### config.mk
export PLATFORM = sky130hd
export DESIGN_NAME = mem_port_arbiter
export DESIGN_NICKNAME = d
export VERILOG_FILES = /design/src/rtl/mem_port_arbiter.sv
export SDC_FILE = /design/constraint.sdc
export NUM_CORES = 1
export LEC_CHECK = 0
export ABC_AREA = 0
export CAP_MARGIN = 40
export CORE_MARGIN = 1.5
export CORE_UTILIZATION = 40
export CTS_CLUSTER_DIAMETER = 120
export DETAILED_ROUTE_END_ITERATION = 16
export PLACE_DENSITY = 0.8
export SYNTH_ARGS = -nofsm -noshare
export SYNTH_HDL_FRONTEND = slang
export SYNTH_SLANG_ARGS = --single-unit
### constraint.sdc
create_clock -name clock -period 2.5 [get_ports clock]
set_input_delay 0.5 -clock clock [delete_from_list [all_inputs] [get_ports clock]]
set_output_delay 0.5 -clock clock [all_outputs]
set_load 0.01 [all_outputs]
### src/rtl/mem_port_arbiter.sv
// mem_port_arbiter: shares one memory port between a fetch and a load/store requester.
// Define MEM_ARB_RR_EN for round-robin on contention; otherwise data has fixed priority.
module mem_port_arbiter #(
    parameter int ADDR_W  = 16,
    parameter int DATA_W  = 16,
    parameter int MEM_LAT = 1
) (
    input  logic              clock,
    input  logic              rst,
    input  logic              f_req,
    input  logic [ADDR_W-1:0] f_addr,
    output logic              f_ack,
    input  logic              d_req,
    input  logic              d_we,
    input  logic [ADDR_W-1:0] d_addr,
    input  logic [DATA_W-1:0] d_wdata,
    output logic              d_ack,
    output logic [DATA_W-1:0] rdata,
    output logic              mem_en,
    output logic              mem_we,
    output logic [ADDR_W-1:0] mem_addr,
    output logic [DATA_W-1:0] mem_wdata,
    input  logic [DATA_W-1:0] mem_rdata,
    output logic              busy
);
    typedef enum logic [1:0] {IDLE, ISSUE, WAIT, RESP} state_t;
    state_t     state;
    logic [2:0] cnt;
    logic       sel_d;
    logic       lat_we;
    logic       grant_d;
`ifdef MEM_ARB_RR_EN
    logic last_d;
    always_ff @(posedge clock or posedge rst)
        if (rst) last_d <= 1'b1;
        else if (state == IDLE && (f_req || d_req)) last_d <= grant_d;
    assign grant_d = d_req && !(f_req && last_d);
`else
    assign grant_d = d_req;
`endif
    always_ff @(posedge clock or posedge rst) begin
        if (rst) begin
            state     <= IDLE;
            cnt       <= '0;
            sel_d     <= 1'b0;
            lat_we    <= 1'b0;
            f_ack     <= 1'b0;
            d_ack     <= 1'b0;
            rdata     <= '0;
            mem_en    <= 1'b0;
            mem_we    <= 1'b0;
            mem_addr  <= '0;
            mem_wdata <= '0;
            busy      <= 1'b0;
        end else begin
            f_ack     <= 1'b0;
            d_ack     <= 1'b0;
            mem_en    <= 1'b0;
            mem_we    <= 1'b0;
            mem_addr  <= '0;
            mem_wdata <= '0;
            case (state)
                IDLE: if (f_req || d_req) begin
                    // mem_* registers double as the latched request during ISSUE
                    sel_d     <= grant_d;
                    lat_we    <= grant_d && d_we;
                    mem_en    <= 1'b1;
                    mem_we    <= grant_d && d_we;
                    mem_addr  <= grant_d ? d_addr : f_addr;
                    mem_wdata <= grant_d ? d_wdata : '0;
                    busy      <= 1'b1;
                    state     <= ISSUE;
                end
                ISSUE: begin
                    cnt   <= '0;
                    state <= WAIT;
                end
                WAIT: if (cnt == 3'(MEM_LAT - 1)) begin
                    if (!lat_we) rdata <= mem_rdata;
                    f_ack <= !sel_d;
                    d_ack <= sel_d;
                    state <= RESP;
                end else begin
                    cnt <= cnt + 3'd1;
                end
                RESP: begin
                    busy  <= 1'b0;
                    state <= IDLE;
                end
            endcase
        end
    end
endmodule

After elaboration in Yosys (flattened, before gate mapping):

Index checks and enable logic that the tools add are counted.

* register bits: 60
* input port bits: 69
* output and inout port bits: 53
* word-level logic and storage cells: 53

* add/subtract/negate cells: 1
* equal/unequal tests: 6
* multiplexer cells: 21
* bitwise logic cells: 1
* reductions and logical operators: 12

Operator list (count)
* $mux W16: 6
* $mux W1: 9
* $pmux W2 S4: 1
* $reduce_and A2 Y1: 4
* $ne A2 B2 Y1 const B: 3
* $pmux W3 S2: 1
* $eq A2 B2 Y1 const B: 2
* $mux W2: 2
* $reduce_bool A2 Y1: 2
* $add A3 B1 Y3 const B: 1
* $logic_not A3 Y1: 1
* $mux W3: 1
* $reduce_and A3 Y1: 1
* $eq A2 B1 Y1 const B: 1
* $logic_not A2 Y1: 1
* $pmux W1 S2: 1
* $logic_and A1 B1 Y1: 1
* $logic_not A1 Y1: 1
* $logic_or A1 B1 Y1: 1
* $not A1 Y1: 1

Longest topological paths before layout:

* word-level depth: 3
* gate-level depth with buffers: 7
* depth with buffers taken out: 5

Least setup slack after synthesis:

No wires, ideal clock.

* path kind: register -> register
* from: register state[0]
* to: register rdata[0]
* setup time: 125 ps
* arrival time: 1477 ps
* required time: 2375 ps
* slack: 898 ps
* stages on the path, launching flop included: 8
* buffers on the path: 2
* period minus slack after synthesis: 1602 ps
* cells stage by stage: dfrtp_1 inv_1 ha_1 buf_6 nand3b_4 nor2_8 buf_12 mux2_4

* cells in the longest elaborated chain, start to end: 2

RTL lines
* start, declared: line 27 `state_t state;`
* start signal, assigned: line 43 `state <= IDLE;`
* start signal, assigned: line 72 `state <= ISSUE;`
* start signal, assigned: line 76 `state <= WAIT;`
* $eq A2 B2 Y1: line 62 `case (state)`
* $reduce_and A3 Y1 (no line)
* end signal, assigned: line 79 `if (!lat_we) rdata <= mem_rdata;`
* end, declared: line 18 `output logic [DATA_W-1:0] rdata,`

No other way between the ends.
A chain may end at the register's enable or synchronous reset.

Final worst setup path:

* from: register state[0]
* to: register rdata[9]

Same word-level chain as after synthesis.

==> summary.txt <==
Placement
  – Pre-CTS setup slack: ~570 ps
  – Post-DP HPWL: between 4 and 5 mm
  – Dpl cells: approximately 360
  – IO Port Bufs: 121
  – Routability cong.: about 0.83

Floorplan
  – Die area: 6540 um2
  – Starting Density: roughly 41%
  – Core area: between 5000 and 6000 um2
  – # rows: 28
  – Die Wd: between 80 and 90 um
  – Die height: 80.9 um
  – Io pins: 122

Logic synthesis
  – Post-synthesis simple-gate area fraction: 10.6%
  – Avg Inst Size Synth: ~14 um2
  – Async S/R FF share, synth: 100%
  – Post-synthesis mux area share: about 16%
  – Adder-cell share of the synthesized area: under 10%
  – Synth cell types: 27
  – Post-synthesis cell area: between 2000 and 2500 um2
  – Post-synthesis sequential area ratio: between 60% and 70%
  – Largest family of logic cells by synthesized area: multiplexers
  – Synth Instances: between 150 and 200
  – Synth Warn #: 0
  – Compound-Gate Fraction of Synth Area: approximately 3.3%
  – Post-Synth XOR/XNOR Area: 0%
  – Synth Register Bits: 60
  – Post-synth EDFFs: 0
  – Syn nets: 247
  – Primary FF master, synth: dfrtp_1

Clocking
  – Clock latency at the later pin of the worst-skew pair: approximately 330 ps
  – Resized Gates After CTS: 0
  – H-tree Lvls: 3
  – Hold-fix buffers, CTS: 0
  – Setup Fix Bufs, Post-CTS: 0
  – CTS Buf Count: 9
  – CTS sink count: 60
  – Root buf cell: clkbuf_8
  – Clk slew on worst S/H paths: approximately 70 ps
  – Clock Path Buffers: 2
  – CTS tree: yes

Setup path
  – CP required: about 2700 ps
  – R2R Setup Slk: 560 ps
  – Reg2reg path depth: 5
  – CP Capture Type: flop
  – CP top delay family: simple AND/OR/NAND/NOR gates
  – Setup Crit Path Kind: reg2reg
  – Crit path cell chain: inv_1, ha_1, nand3b_4, nor2_8, mux2_2
  – Crit Reg-Reg Endpoint: rdata[9]$_DFFE_PP0P_
  – Crit path to: rdata[9]$_DFFE_PP0P_
  – Top fanout value on the critical path: 16
  – CP startpoint: state[0]$_DFFE_PP0P_
  – Startpoint Class: flop
  – Worst path slowest cell: dfrtp_1
  – Critical path depth: 5
  – Crit path DAT: ~2200 ps
  – Buf+Inv Stages, Crit Path: 1
  – FF-to-FF Start: state[0]$_DFFE_PP0P_
  – Slowest stage delay, CP: between 400 and 500 ps

Layout
  – Fraction of layout cells with a size suffix above 1: 13.6%
  – Area added between synthesis and finish: 60.1%
  – Fin cells: 377
  – Commonest cells after routing, fill and taps aside: clkdlybuf4s50_1 (120), dfrtp_1 (60), nor2_1 (19)
  – N_diodes: 0
  – Commonest non-fill, non-tap cell in the layout: clkdlybuf4s50_1
  – # nets final: about 370
  – Layout Utilization: approximately two thirds

Power and ir drop
  – Worst vdd ir: approximately 0.52 mV
  – Leakage: ~1.8 nW
  – Pwr Total: ~3.8 mW
  – Pwr Density: roughly 970 nW/um2

Route
  – Aggregate routed wire length: 5.77 mm
  – Initial DRT Pass Iterations: 4
  – Routed Antenna Nets: 0
  – Via density per instance: 4.70
  – Detailed router's first-iteration violation count: 74
  – Per-cell routed wire length: about 15 um
  – DR vias: between 1500 and 2000
  – DRC: 0

STA
  – Setup TNS: 0 ps
  – Minimum clock period: 1940 ps
  – Period utilisation layout: a little under 80%
  – Peak Freq: between 0.5 and 0.6 GHz
  – Clock Skews: 6.17 ps
  – Final Hold Fails: 0
  – Final Max Tran Viols: 0
  – Relative slew slack: between 60% and 70%
  – Worst slew pin tran: roughly 600 ps
  – RSZ-0062 raised after global routing: false
  – Final Worst Setup Slack: between 500 and 600 ps
  – Setup-failing EPs final: 0

Status
  – Outcome: finished, final reports clean

Global route
  – Vias in the first global route: ~1800
  – First-pass GRT wire length: slightly below 9 mm
  – GRT overflow: 0
  – Antenna violations before repair: 0
  – Largest net degree at the start of global routing: 35
  – GRT Overall Usage: 18.3%

Worst hold path
  – Hold Crit Class: reg2reg

Run
  – Max-Cap Viols: 0
[routing by layer]
metal  share of wire, %  wire length [um]  up-vias  global-route usage, %
li1                   -                 -      828                      -
met1                 40              2310      830                   21.8
met2                 46              2660      103                   29.1
met3                 12               671       11                   6.74
met4                2.1               121        0                   9.31
met5                  0                 0        -                      0
[worst min-delay path by stage]
stage                       to               from  slack [ps]  depth (start not counted)
3_3_place_gp   f_ack$_DFF_PP0_  sel_d$_DFFE_PP0P_         420                          1
2_1_floorplan  f_ack$_DFF_PP0_  sel_d$_DFFE_PP0P_         400                          1
6_report       f_ack$_DFF_PP0_  sel_d$_DFFE_PP0P_         420                          1
5_1_grt        f_ack$_DFF_PP0_  sel_d$_DFFE_PP0P_         440                          1
4_1_cts        f_ack$_DFF_PP0_  sel_d$_DFFE_PP0P_         420                          1
3_5_place_dp   f_ack$_DFF_PP0_  sel_d$_DFFE_PP0P_         410                          1
[sequential cells by signal, summed over array words and instances (netlist names)]
name       cells
f_ack          1
cnt            3
mem_we         1
busy           1
mem_wdata     16
d_ack          1
mem_addr      16
state          2
lat_we         1
rdata         16
mem_en         1
sel_d          1
[cell type report]
cell class / count / area (um2)
Clock buffer: 14 / 183
Clock inverter: 1 / 5.00
Tap cell: 75 / 93.8
Multi-Input combinational cell: 94 / 823
Fill cell: 466 / 2000
Sequential cell: 60 / 1500
Timing Repair Buffer: 125 / 1250
Inverter: 8 / 30.0
[synthesized netlist by cell type, types with 2 or more instances]
| library cell | count | share of area (%) |
|---|---|---|
| ha_1 | 7 | 3.6 |
| nor2_1 | 19 | 2.9 |
| and3_1 | 17 | 4.4 |
| inv_1 | 8 | 1.2 |
| o21ai_0 | 3 | 0.62 |
| mux2_2 | 7 | 3.2 |
| nand3_1 | 2 | 0.41 |
| mux2i_1 | 17 | 7.0 |
| dfrtp_1 | 60 | 62 |
| buf_2 | 3 | 0.62 |
| mux2_4 | 10 | 6.2 |
| clkbuf_1 | 2 | 0.31 |
| buf_6 | 2 | 0.93 |
[per-stage QoR]
stage	hold WS, ps	cell area [um2]
6_report	420	3880
5_1_grt	438	3880
4_1_cts	423	3880
3_5_place_dp	412	3700
3_3_place_gp	417	3700
2_1_floorplan	403	2430
[logic make-up (layout without fill, tap and decap cells)]
group,count (synthesis),after routing
AOI/OAI and AO/OA,10,10
buffers and inverters,17,148
muxes,34,34
DFF,60,60
and+or+nand+nor,43,43
adders and majority gates,7,7
[report_power, final]
part,internal (mW),switching (mW)
Sequential,1.26,0.150
Combinational,0.931,0.615
Clock,0.462,0.348
Total,2.66,1.11
No activity file was read; power rests on OpenSTA's default activity.
